==> src/rtl/fetch_pkg.sv <==
// Shared MIPS IF-stage definitions: bus widths, bus layouts, FSM encodings, NOP word.
package fetch_pkg;

  localparam int unsigned IF_ID_BUS_W = 64;
  localparam int unsigned JBR_BUS_W   = 33;
  localparam int unsigned EXC_BUS_W   = 33;
  localparam int unsigned STATE_W     = 2;

  localparam logic [31:0] RESET_PC_DEF = 32'h0000_0000;
  localparam logic [31:0] NOP_INST     = 32'h0000_0000;

  localparam logic [STATE_W-1:0] S_IDLE = 2'd0;
  localparam logic [STATE_W-1:0] S_WAIT = 2'd1;
  localparam logic [STATE_W-1:0] S_DONE = 2'd2;

  typedef struct packed {
    logic        taken;
    logic [31:0] target;
  } jbr_bus_t;

  typedef struct packed {
    logic        valid;
    logic [31:0] pc;
  } exc_bus_t;

  typedef struct packed {
    logic [31:0] pc;
    logic [31:0] inst;
  } if_id_bus_t;

endpackage

==> src/rtl/fetch_pc_sel.sv <==
// Next-PC priority mux: exception redirect, branch redirect, held branch, then PC+4.
module fetch_pc_sel (
  input  logic [31:0] pc,
  input  logic        exc_valid,
  input  logic [31:0] exc_pc,
  input  logic        jbr_taken,
  input  logic [31:0] jbr_target,
  input  logic        br_pend,
  input  logic [31:0] pend_target,
  output logic [31:0] next_pc
);

  always_comb begin
    next_pc = pc + 32'd4;
    if (exc_valid) begin
      next_pc = exc_pc;
    end else if (jbr_taken) begin
      next_pc = jbr_target;
    end else if (br_pend) begin
      next_pc = pend_target;
    end
  end

endmodule

==> src/rtl/fetch.sv <==
// MIPS instruction-fetch stage: PC register, IDLE/WAIT/DONE memory handshake FSM, IF->ID bus.
// FETCH_ADEL_CHECK_EN turns misaligned fetches into a local NOP with fetch_adel raised.
module fetch
  import fetch_pkg::*;
#(
  parameter logic [31:0] RESET_PC = RESET_PC_DEF
) (
  input  logic                   clk,
  input  logic                   resetn,
  input  logic                   IF_valid,
  input  logic                   next_fetch,
  input  logic [JBR_BUS_W-1:0]   jbr_bus,
  input  logic [EXC_BUS_W-1:0]   exc_bus,
  output logic                   inst_req,
  output logic [31:0]            inst_addr,
  input  logic                   inst_rvalid,
  input  logic [31:0]            inst_rdata,
  output logic                   IF_over,
  output logic [IF_ID_BUS_W-1:0] IF_ID_bus,
  output logic [31:0]            IF_pc,
  output logic [31:0]            IF_inst,
  output logic                   fetch_adel
);

  jbr_bus_t   jbr;
  exc_bus_t   exc;
  if_id_bus_t if_id;

  logic [STATE_W-1:0] state_q, state_d;
  logic [31:0]        pc_q, pc_d;
  logic [31:0]        inst_q, inst_d;
  logic [31:0]        pend_target_q, pend_target_d;
  logic               br_pend_q, br_pend_d;
  logic               cancel_q, cancel_d;
  logic               adel_q, adel_d;
  logic               launch;
  logic [31:0]        next_pc;

  assign jbr = jbr_bus;
  assign exc = exc_bus;

  fetch_pc_sel u_pc_sel (
    .pc          (pc_q),
    .exc_valid   (exc.valid),
    .exc_pc      (exc.pc),
    .jbr_taken   (jbr.taken),
    .jbr_target  (jbr.target),
    .br_pend     (br_pend_q),
    .pend_target (pend_target_q),
    .next_pc     (next_pc)
  );

  // Request is a level decoded from the WAIT state flop.
  assign inst_req   = (state_q == S_WAIT);
  assign inst_addr  = pc_q;
  assign IF_over    = (state_q == S_DONE) && IF_valid;
  assign if_id.pc   = pc_q;
  assign if_id.inst = inst_q;
  assign IF_ID_bus  = if_id;
  assign IF_pc      = pc_q;
  assign IF_inst    = inst_q;
  assign fetch_adel = adel_q;

  always_ff @(posedge clk or negedge resetn) begin
    if (!resetn) begin
      state_q       <= S_IDLE;
      pc_q          <= RESET_PC;
      inst_q        <= 32'h0;
      pend_target_q <= 32'h0;
      br_pend_q     <= 1'b0;
      cancel_q      <= 1'b0;
      adel_q        <= 1'b0;
    end else begin
      state_q       <= state_d;
      pc_q          <= pc_d;
      inst_q        <= inst_d;
      pend_target_q <= pend_target_d;
      br_pend_q     <= br_pend_d;
      cancel_q      <= cancel_d;
      adel_q        <= adel_d;
    end
  end

  always_comb begin
    state_d       = state_q;
    pc_d          = pc_q;
    inst_d        = inst_q;
    pend_target_d = pend_target_q;
    br_pend_d     = br_pend_q;
    cancel_d      = cancel_q;
    adel_d        = adel_q;
    launch        = 1'b0;

    case (state_q)
      S_IDLE: begin
        if (exc.valid) pc_d = next_pc;
        if (IF_valid)  launch = 1'b1;
      end
      S_WAIT: begin
        // A redirect never aborts the bus transaction; the stale response is dropped.
        if (exc.valid) begin
          pc_d = next_pc;
          if (inst_rvalid) begin
            cancel_d = 1'b0;
            launch   = 1'b1;
          end else begin
            cancel_d = 1'b1;
          end
        end else if (inst_rvalid) begin
          if (cancel_q) begin
            cancel_d = 1'b0;
            launch   = 1'b1;
          end else begin
            inst_d  = inst_rdata;
            state_d = S_DONE;
          end
        end
      end
      S_DONE: begin
        if (exc.valid) begin
          pc_d   = next_pc;
          adel_d = 1'b0;
          launch = 1'b1;
        end else if (IF_over && next_fetch) begin
          pc_d      = next_pc;
          br_pend_d = 1'b0;
          adel_d    = 1'b0;
          launch    = 1'b1;
        end else if (jbr.taken) begin
          br_pend_d     = 1'b1;
          pend_target_d = jbr.target;
        end
      end
      default: state_d = S_IDLE;
    endcase

    if (exc.valid) br_pend_d = 1'b0;

    if (launch) begin
`ifdef FETCH_ADEL_CHECK_EN
      if (pc_d[1:0] != 2'b00) begin
        state_d = S_DONE;
        inst_d  = NOP_INST;
        adel_d  = 1'b1;
      end else begin
        state_d = S_WAIT;
      end
`else
      state_d = S_WAIT;
`endif
    end
  end

endmodule

==> config.mk <==
export PLATFORM = sky130hd
export DESIGN_NAME = fetch
export DESIGN_NICKNAME = d
export VERILOG_FILES = /design/src/rtl/fetch_pkg.sv /design/src/rtl/fetch_pc_sel.sv /design/src/rtl/fetch.sv
export SDC_FILE = /design/constraint.sdc
export NUM_CORES = 1
export LEC_CHECK = 0
export BUFFER_PORTS_ARGS = -buffer_cell sky130_fd_sc_hd__buf_2
export CAP_MARGIN = 25
export CORE_MARGIN = 10
export CORE_UTILIZATION = 43
export CTS_CLUSTER_DIAMETER = 100
export CTS_CLUSTER_SIZE = 28
export DETAILED_ROUTE_END_ITERATION = 8
export PLACE_DENSITY = 0.77
export SLEW_MARGIN = 15
export SYNTH_ARGS = -nofsm -noshare
export SYNTH_HDL_FRONTEND = slang
export SYNTH_SLANG_ARGS = --single-unit
export TNS_END_PERCENT = 50
==> constraint.sdc <==
create_clock -name clk -period 1.9 [get_ports clk]
set_clock_uncertainty 0.15 [all_clocks]
set_input_delay 0.19 -clock clk [delete_from_list [all_inputs] [get_ports clk]]
set_output_delay 0.19 -clock clk [all_outputs]
set_load 0.1 [all_outputs]
Word level (Yosys, flattened, before mapping)
Cells that the tools add are included.
{ "totals": {"ff_bits": 101, "latchBits": 0, "ram_bits": 0, "mem_bits_ro": 0, "in_bits": 103, "mem_count": 0} }
{ "op_classes": {"addsub": 1, "mul": 0, "div_mod_pow": 0, "order_cmp": 0, "n_eq_ne": 8, "shifts": 0, "muxes": 29, "bitwise": 3, "n_reduce_logical": 17} }
{ "ops": {"columns": ["operator", "n"], "rows": [
  ["$mux 32", 6],
  ["$pmux 32 s2", 1],
  ["$add 32x3->32 const B", 1],
  ["$mux 1", 16],
  ["$reduce_and 4->1", 3],
  ["$ne 3x2->1 const B", 3],
  ["$mux 2", 4],
  ["$reduce_bool 2->1", 4],
  ["$reduce_and 2->1", 3],
  ["$ne 2x1->1 const B", 2],
  ["$pmux 2 s2", 1],
  ["$reduce_or 2->1", 2],
  ["$ne 3x1->1 const B", 1],
  ["$not 1->1", 3],
  ["$pmux 1 s3", 1],
  ["$reduce_and 3->1", 1],
  ["$reduce_bool 3->1", 1],
  ["$eq 2x1->1 const B", 1],
  ["$eq 2x2->1 const B", 1],
  ["$logic_and 1x1->1", 2],
  ["$logic_not 2->1", 1]
]} }

Longest topological paths before layout
Gate-level depths: netlist of the first run.
{ "logic_depth": {"word_depth": 8, "depth_mapped": 8, "mapped_depth_nobuf": 6} }

Cells and area by module
From an unflattened synthesis of the first run, not the netlist that was laid out.
{ "hier_totals": {"hier_cells": 569, "hier_area_um2": 5978.2} }
{ "modules_own_cells": {"columns": ["mod", "n_inst", "cells_each", "area_each_um2"], "rows": [
  ["fetch", 1, 322, 4491.8],
  ["fetch_pc_sel", 1, 247, 1486.4]
]} }

Least setup slack after synthesis of the first run
No wires, ideal clock.
{ "synth_path": {"path_type": "register to register", "from": "reg state_q[0]", "to": "reg inst_q[0] (netlist: IF_inst[0])", "setup_time_ns": 0.128, "t_arrival_ns": 2.834, "path_slack_ns": -1.213, "path_stages_with_launch": 5, "path_buffers": 1, "period_less_slack_ns": 3.113, "cell_sequence": "dfrtp_1 -> nor2b_1 -> nand2_1 -> buf_2 -> mux2_1"} }
{ "synth_via": {"elab_chain_cells": 2} }
{ "synth_rtl": {"columns": ["element", "line_no", "source"], "rows": [
  ["from (decl)", "fetch.sv:29", "logic [STATE_W-1:0] state_q, state_d;"],
  ["from (signal assigned)", "fetch.sv:74", "state_q <= state_d;"],
  ["$eq 2x1->1", null, null],
  ["via inst_req", "fetch.sv:14", "output logic inst_req,"],
  ["$reduce_and 4->1 (no source line)", null, null],
  ["to (signal assigned)", "fetch.sv:76", "inst_q <= inst_d;"],
  ["to (decl)", "fetch.sv:31", "logic [31:0] inst_q, inst_d;"]
]} }
The timed path passes the listed nets, and every way through them passes these cells.
A chain may end at the register's enable or synchronous reset.

Worst setup path after layout of the first run
{ "layout_path": {"from": "reg pc_q[10] (netlist: IF_pc[10])", "to": "reg pc_q[27] (netlist: IF_pc[27])"} }
{ "layout_via": {"elab_chain_cells": 7, "word_cells_on_any_way": 8} }
{ "layout_rtl": {"columns": ["element", "line_no", "source"], "rows": [
  ["from (decl)", "fetch.sv:30", "logic [31:0] pc_q, pc_d;"],
  ["from (signal assigned)", "fetch.sv:75", "pc_q <= pc_d;"],
  ["$add 32x3->32 *", "fetch_pc_sel.sv:14", "next_pc = pc + 32'd4;"],
  ["$mux 32 *", "fetch_pc_sel.sv:19", "end else if (br_pend) begin"],
  ["$mux 32 *", "fetch_pc_sel.sv:17", "end else if (jbr_taken) begin"],
  ["$mux 32 *", "fetch_pc_sel.sv:15", "if (exc_valid) begin"],
  ["$mux 32", "fetch.sv:124", "end else if (IF_over && next_fetch) begin"],
  ["$mux 32", "fetch.sv:120", "if (exc.valid) begin"],
  ["$pmux 32 s2 *", "fetch.sv:94", "case (state_q)"]
]} }
Every way passes the cells marked *; elsewhere a longest branch is shown, timed or not. The select of a mux whose other input is x is not followed.

==> impl_metrics.tcl, run 1 <==
set metrics [dict create \
    hold_class "input port to flop" \
    vias 5660 \
    final_area_um2 8470 \
    antenna_found_initial 1 \
    root_buffer "clkbuf_16" \
    crit_top_cell "buf_4" \
    max-clock-path-buffers 2 \
    min_period_ps 1890 \
    async_flop_share_pct 100 \
    rsz0062_at_grt "true" \
    max_freq_mhz 529 \
    initialDrtViolationCount 411 \
    wl_um 20800 \
    fill_cells 1066 \
    drive_above_1_share_pct 51.4 \
    rows 42 \
    synth-edff-count 0 \
    crit_family "simple AND/OR/NAND/NOR gates" \
    first_pass_iters 5 \
    coreArea_um2 13400 \
    status "completed" \
    place_area_um2 7340 \
    insertion_delay_ps 350 \
    drv_slew 0 \
    min_from "exc_bus[4]" \
    synth_area_um2 5960 \
    critPathBufInv 2 \
    timing.final.crit_share_pct 99.5 \
    ys_types 59 \
    clkTransAtPathRegs_ps 70 \
    final_core_util_pct 63.2 \
    initial_core_util_pct 44.5 \
    arrival_ps 1970 \
    grt_util_all_layers_pct 21.3 \
    yosys_most_used_dff "dfrtp_1" \
    cts_inserted_buffers 9 \
    crit_chain "nand4_4 > nor4_4 > buf_4 > buf_4 > nand2_1 > a31o_1 > a32o_1" \
    drcViolationCount 0 \
    grt_max_degree 101 \
    synth_nets 691 \
    cap_violations 0 \
    dp_cells 952 \
    ys_warn_count 0 \
    syn_area_per_cell_um2 10.2 \
    crit_path_end_kind "flop" \
    slew_headroom_pct 62.9 \
    holdWs_ps 20.2 \
    tightest_slew_ps 556 \
    numPortBuffers 264 \
    cp.required_ps 1980 \
    nets 969 \
    ys_seq_area_share_pct 42.0 \
    syn2layout_area_growth_pct 42.1 \
    multi_input_area_um2 2730 \
    final-seq-area_um2 2560 \
    die_x_um 138 \
    r2r-start "IF_pc[10]$_DFFE_PN0P_" \
    die_y_um 138 \
    dp_hpwl_um 14800 \
    dieArea_um2 19000 \
    cts_tree "built" \
    ioPinCount 266 \
    gp_congestion 0.811 \
    hold_viol_final 0 \
    crit_path_top_delay_cell "dfrtp_4" \
    cts_sinks 100 \
    grt_pass1_wl_um 32200 \
    synth-seq-cells 100 \
    vias_per_cell 5.41 \
    htree_num_levels 3 \
    crit_path_start "IF_pc[10]$_DFFE_PN0P_" \
    wire_per_inst_um 19.9 \
    max_stage_delay_ps 420 \
    postSynthCellCount 587 \
    criticalPathCategory "flop to flop" \
    crit_fanout 6 \
    finalSetupViolations 0 \
    drt.antenna.violating_nets 0 \
    critPathLaunchType "flop" \
    grt_remaining_overflow 0 \
    grt_pass1_vias 5938 \
    final_cells 1047 \
]
## tightest hold or removal path: stages
cell and delay (ps):
buf_2 90, a21oi_1 60, o21ai_1 130
## through the flow
step / setup slack, ps / TNS, ps
floorplan: -287 / -4000
global placement: -24.8 / -36.0
detailed placement: -105 / -295
CTS: 0.352 / 0
global route: -88.9 / -515
finish: 9.90 / 0
## layout make-up
class | count | share of cell area (%)
Inverter | 8 | 0.354
Sequential cell | 100 | 30.2
Multi-Input combinational cell | 346 | 32.2
Clock inverter | 5 | 0.709
Tap cell | 176 | 2.60
Timing Repair Buffer | 400 | 31.1
Clock buffer | 11 | 2.75
Antenna cell | 1 | 0.0295
## placed cells by master, fill, tap and decap left out, types with 16 or more instances in the layout
cell and n:
mux2_2 27, nor2_1 27, nand2_1 33, nand2b_1 16, dlygate4sd3_1 71, a21oi_1 16, dfrtp_1 75, a221oi_1 22
mux2_4 27, buf_2 261, buf_4 54
## synth_stat cells (9+ instances only)
cell type	n	area, µm²
dfrtp_1	100	2500
buf_4	97	728
mux2_1	38	428
nand2_1	35	131
mux2_2	27	304
nor2_1	27	101
a221oi_1	22	193
a21oi_1	18	90.1
clkbuf_1	17	63.8
nand2b_1	16	100
nand3_1	14	70.1
o21ai_0	14	70.1
buf_2	13	65.1
nand4_1	12	75.1
o31ai_1	12	90.1
a31oi_1	10	62.6
a32o_1	9	90.1
o21ai_1	9	45.0
## cell families after synthesis
family          share of synthesized area [%]
simple gates                             12.5
other cells                            0.0629
mux                                      12.9
flops                                    42.0
fa+ha+maj                               0.210
compound gates                           16.8
buf+inv                                  15.4
xor+xnor                                0.147
## routing by layer
metal  vias up  GRT usage (%)  share of wire (%)
li1       2627              -                  -
met1      2713           25.0                 40
met2       299           35.6                 47
met3        21           7.87                 12
met4         0           6.37                1.4
met5         -              0                  0
## timing repair
item | 4_1_cts | 5_1_grt
cloned | 0 | 0
hold endpoints to repair | 170 | 0
resized for setup | 3 | 15
hold buffers | 71 | 0
buffers inserted | 3 | 4
endpoints found under the setup margin | 10 | 21
pin swaps | 4 | 3
## flip-flops by register name, summed over array words and instances, names as in the netlist
name / flops
pend_target_q: 32
IF_inst: 32
br_pend_q: 1
IF_pc: 32
cancel_q: 1
state_q: 2
## path summary, 6_finish.rpt
path / cells after the start / endpoint / slack (ps)
min reg2reg: 2 / pend_target_q[29]$_DFFE_PN0P_ / 350
max: 7 / IF_pc[27]$_DFFE_PN0P_ / 10
max in group asynchronous: 3 / IF_pc[15]$_DFFE_PN0P_ / 840
min in group asynchronous: 3 / IF_pc[9]$_DFFE_PN0P_ / 300
min: 3 / IF_pc[4]$_DFFE_PN0P_ / 20
max reg2reg: 7 / IF_pc[27]$_DFFE_PN0P_ / 10
Power of run 1 is left out: the tool's default activity adds up to more than one toggle a clock period on the data nets, which glitch-free logic cannot reach.
==> run 2: changes to the inputs <==
- PLACE_DENSITY: 0.77 -> not set
- PLACE_DENSITY_LB_ADDON: not set -> 0.12
==> impl_metrics.tcl, run 2 (synthesized netlist as in run 1, its figures left out) <==
set metrics [dict create \
    status "finished with violations" \
    violations "setup timing" \
    first_pass_iters 5 \
    final_common_cell "buf_2" \
    fill_cells 1089 \
    gp_congestion 0.883 \
    ioPinCount 266 \
    cts_inserted_buffers 9 \
    dieArea_um2 19000 \
    slew_headroom_pct 65.3 \
    hold_class "input port to flop" \
    cts_sinks 100 \
    crit_fanout 3 \
    place_area_um2 7390 \
    fin_ws_ps -62.6 \
    dp_hpwl_um 15200 \
    grt_pass1_wl_um 32800 \
    max_freq_mhz 510 \
    die_y_um 138 \
    min_from "exc_bus[19]" \
    rows 42 \
    vias 5637 \
    crit_path_top_delay_cell "dfrtp_4" \
    max_stage_delay_ps 440 \
    tightest_slew_ps 524 \
    rsz0062_at_grt "true" \
    drive_above_1_share_pct 52.5 \
    drv_slew 0 \
    fin_setup_tns_ps -73.7 \
    r2r-end "IF_pc[14]$_DFFE_PN0P_" \
    antenna_found_initial 3 \
    numPortBuffers 264 \
    cts_tree "built" \
    max-clock-path-buffers 2 \
    drt.antenna.violating_nets 0 \
    cp.required_ps 2030 \
    initial_core_util_pct 44.5 \
    timing.final.crit_share_pct 103 \
    final-seq-area_um2 2560 \
    syn2layout_area_growth_pct 44.1 \
    grt_pass1_vias 6077 \
    grt_remaining_overflow 0 \
    holdPathEnd "IF_pc[19]$_DFFE_PN0P_" \
    final_area_um2 8590 \
    arrival_ps 2090 \
    cap_violations 0 \
    crit_path_end_kind "flop" \
    initialDrtViolationCount 347 \
    drcViolationCount 0 \
    nets 972 \
    wl_um 21200 \
    wire_per_inst_um 20.2 \
    vias_per_cell 5.37 \
    multi_input_area_um2 2810 \
    critPathLaunchType "flop" \
    criticalPathCategory "flop to flop" \
    root_buffer "clkbuf_16" \
    worstRegToRegCells 8 \
    die_x_um 138 \
    crit_chain "ha_4 > nand4_1 > buf_4 > buf_4 > nor2_1 > a21oi_1 > o21bai_1 > o311a_1" \
    htree_num_levels 3 \
    clkTransAtPathRegs_ps 70 \
    hold_viol_final 0 \
    insertion_delay_ps 350 \
    worst_hold_path.num_cells 3 \
    coreArea_um2 13400 \
    crit_top_cell "buf_4" \
    finalSetupViolations 2 \
    ff2ff_setup_slack_ps -60 \
    min_period_ps 1960 \
    layout_common_cells "buf_2, dfrtp_1, dlygate4sd3_1" \
    grt_util_all_layers_pct 21.9 \
    grt_max_degree 53 \
    r2r-start "IF_pc[3]$_DFFE_PN0P_" \
]
## run 2: cell types whose count changed in the layout (fill, tap and decap cells not counted), moves of 2 or more
cell           delta
a221oi_1          -5
buf_12            +2
a221oi_2          +5
clkbuf_1          -2
buf_6             -3
buf_4             +2
dlygate4sd3_1     +2
nand2_1           -2
clkinv_2          +3
nand3_4           +2
## run 2: layout make-up
cell class,instances,area share (%)
diodes,1,0.0291
clock buffers,9,2.62
clock inverters,7,0.772
inverters,8,0.349
multi-input cells,346,32.7
flip-flops and latches,100,29.8
well taps,176,2.56
repair buffers,403,31.2
## run 2: metal layers
| layer | share of wire [%] | global-route usage (%) | wire (µm) | vias to the layer above |
|---|---|---|---|---|
| li1 | - | - | - | 2630 |
| met1 | 40 | 25.7 | 8530 | 2755 |
| met2 | 50 | 37.3 | 10500 | 230 |
| met3 | 8.8 | 6.23 | 1860 | 22 |
| met4 | 1.5 | 7.71 | 320 | 0 |
| met5 | 0 | 0 | 0 | - |
## run 2: worst max path at each step
stage | from | end | slack [ps] | cells past startpoint
floorplan | IF_pc[2]$_DFFE_PN0P_ | IF_pc[22]$_DFFE_PN0P_ | -290 | 6
global placement | IF_pc[3]$_DFFE_PN0P_ | IF_pc[22]$_DFFE_PN0P_ | -50 | 7
detailed placement | IF_pc[3]$_DFFE_PN0P_ | IF_pc[22]$_DFFE_PN0P_ | -80 | 7
CTS | IF_pc[3]$_DFFE_PN0P_ | IF_pc[14]$_DFFE_PN0P_ | -20 | 8
global route | IF_pc[7]$_DFFE_PN0P_ | IF_pc[19]$_DFFE_PN0P_ | -110 | 6
finish | IF_pc[3]$_DFFE_PN0P_ | IF_pc[14]$_DFFE_PN0P_ | -60 | 8
## run 2: what timing repair did
action | 4_1_cts | 5_1_grt
gates cloned | 0 | 0
endpoints found under the setup margin | 7 | 21
resized for setup | 4 | 23
pin swaps | 5 | 14
endpoints found under the hold margin | 171 | 0
hold buffers | 73 | 0
setup buffers | 2 | 3
## run 2: metrics by stage
step                hold slack [ps]  std cells  util [%]  setup slack [ps]
global placement               -152        955      55.2             -50.3
finish                         30.7       1050      64.1             -62.6
CTS                            16.4       1046      63.1             -22.8
global route                   37.0       1050      64.1              -107
floorplan                      -256        587         -              -287
detailed placement             -154        955      55.2             -81.3
## run 2: critical path, delay by kind of cell (launching register included)
family | cells | cell delay [ps]
AOI/OAI and AO/OA | 3 | 460
DFF | 1 | 440
and+or+nand+nor | 2 | 390
buffers and inverters | 2 | 310
adders and majority gates | 1 | 140
Power of run 2 is left out for the same reason.
==> run 3: changes to the inputs <==
- CORE_UTILIZATION: 43 -> 48
- clock period: 1.9 -> 2.2 ns (I/O delays scaled with it)
==> impl_metrics.tcl, run 3 (synthesized netlist as in run 1, its figures left out) <==
set metrics [dict create \
    hold_class "input port to flop" \
    critPathBufInv 1 \
    dp_hpwl_um 13800 \
    max-clock-path-buffers 2 \
    holdPathEnd "IF_pc[14]$_DFFE_PN0P_" \
    hold_viol_final 0 \
    criticalPathCategory "flop to flop" \
    cts_inserted_buffers 9 \
    crit_path_top_delay_cell "dfrtp_2" \
    grt_remaining_overflow 0 \
    grt_pass1_wl_um 31000 \
    nets 934 \
    clkTransAtPathRegs_ps 70 \
    cap_violations 0 \
    drt.antenna.violating_nets 0 \
    wire_per_inst_um 18.9 \
    die_y_um 131 \
    crit_path_end_kind "flop" \
    arrival_ps 2210 \
    drcViolationCount 0 \
    initialDrtViolationCount 394 \
    antenna_found_initial 2 \
    vias 5447 \
    final_common_cell "buf_2" \
    gp_congestion 0.861 \
    cts_tree "built" \
    crit_chain "ha_1 > nand4_1 > nor4_4 > buf_4 > nand4_1 > o31a_1 > o22ai_1" \
    cp.required_ps 2320 \
    critPathLaunchType "flop" \
    crit_top_cell "nand4_1" \
    drv_slew 0 \
    wl_um 19000 \
    ioPinCount 266 \
    initial_core_util_pct 49.2 \
    cp.depth 7 \
    dieArea_um2 17300 \
    cts_sinks 100 \
    syn2layout_area_growth_pct 33.8 \
    min_from "exc_bus[14]" \
    slew_headroom_pct 62.9 \
    r2r-end "IF_pc[20]$_DFFE_PN0P_" \
    grt_max_degree 41 \
    r2r-start "IF_pc[2]$_DFFE_PN0P_" \
    ff2ff_setup_slack_ps 120 \
    die_x_um 131 \
    rows 40 \
    max_stage_delay_ps 400 \
    min_period_ps 2080 \
    crit_fanout 6 \
    status "completed" \
    worst_hold_path.num_cells 2 \
    numPortBuffers 264 \
    insertion_delay_ps 350 \
    tightest_slew_ps 556 \
    vias_per_cell 5.42 \
    max_freq_mhz 480 \
    timing.final.crit_share_pct 94.7 \
    crit_family "simple AND/OR/NAND/NOR gates" \
    layout_common_cells "buf_2, dfrtp_1, dlygate4sd3_1" \
    finalSetupViolations 0 \
    rsz0062_at_grt "false" \
    root_buffer "clkbuf_16" \
    htree_num_levels 3 \
    grt_pass1_vias 5741 \
    grt_util_all_layers_pct 21.6 \
    first_pass_iters 5 \
    drive_above_1_share_pct 44.3 \
    worstRegToRegCells 7 \
    fin_setup_tns_ps 0 \
    coreArea_um2 12100 \
]
[run 3: cell types whose count changed in the layout (fill, tap and decap cells not counted), moves of 5 or more]
cell      before  now
dfrtp_4       11    0
a221oi_2       5    0
dfrtp_2       14   19
a221oi_1      17   22
mux2_1        11   38
buf_4         56   28
dfrtp_1       75   81
mux2_4        27    0
[run 3: cell type report]
class                           instances  area [µm²]
Clock buffer                           12         246
Fill cell                             981        4130
Antenna cell                            2        5.00
Multi-Input combinational cell        346        2570
Inverter                                8        30.0
Timing Repair Buffer                  365        2320
Sequential cell                       100        2530
Clock inverter                          4        72.6
Tap cell                              168         210
[run 3: repair_timing]
action,4_1_cts,5_1_grt
resized for setup,0,2
buffers inserted,0,6
hold endpoints to repair,105,0
hold buffers,69,0
endpoints found under the setup margin,0,4
[run 3: worst max path at each step]
stage	start	end	slack (ps)
2_1_floorplan	IF_pc[24]$_DFFE_PN0P_	IF_pc[31]$_DFFE_PN0P_	-240
3_5_place_dp	IF_pc[2]$_DFFE_PN0P_	IF_pc[24]$_DFFE_PN0P_	120
3_3_place_gp	IF_pc[2]$_DFFE_PN0P_	IF_pc[20]$_DFFE_PN0P_	210
4_1_cts	state_q[1]$_DFFE_PN0P_	IF_over	6
6_report	IF_pc[2]$_DFFE_PN0P_	IF_pc[20]$_DFFE_PN0P_	120
5_1_grt	IF_pc[2]$_DFFE_PN0P_	IF_pc[20]$_DFFE_PN0P_	10
[run 3: per-layer routing]
metal / share of wire (%) / up-vias / GRT usage (%)
met3: 6.8 / 23 / 5.30
met5: 0 / - / 0
met2: 51 / 219 / 37.2
li1: - / 2562 / -
met1: 40 / 2643 / 25.8
met4: 1.7 / 0 / 6.80
[run 3: stage by stage]
| stage | instances | setup slack, ps | utilization [%] | hold WS, ps | cell area, µm² |
|---|---|---|---|---|---|
| 2_1_floorplan | 587 | -243 | - | -226 | 5990 |
| 3_3_place_gp | 912 | 206 | 57.1 | 97.2 | 6910 |
| 3_5_place_dp | 912 | 125 | 57.1 | 90.1 | 6910 |
| 4_1_cts | 997 | 5.74 | 65.4 | 3.43 | 7920 |
| 5_1_grt | 1005 | 11.4 | 65.9 | 22.7 | 7980 |
| 6_report | 1005 | 117 | 65.9 | 12.7 | 7980 |
Power of run 3 is left out for the same reason.
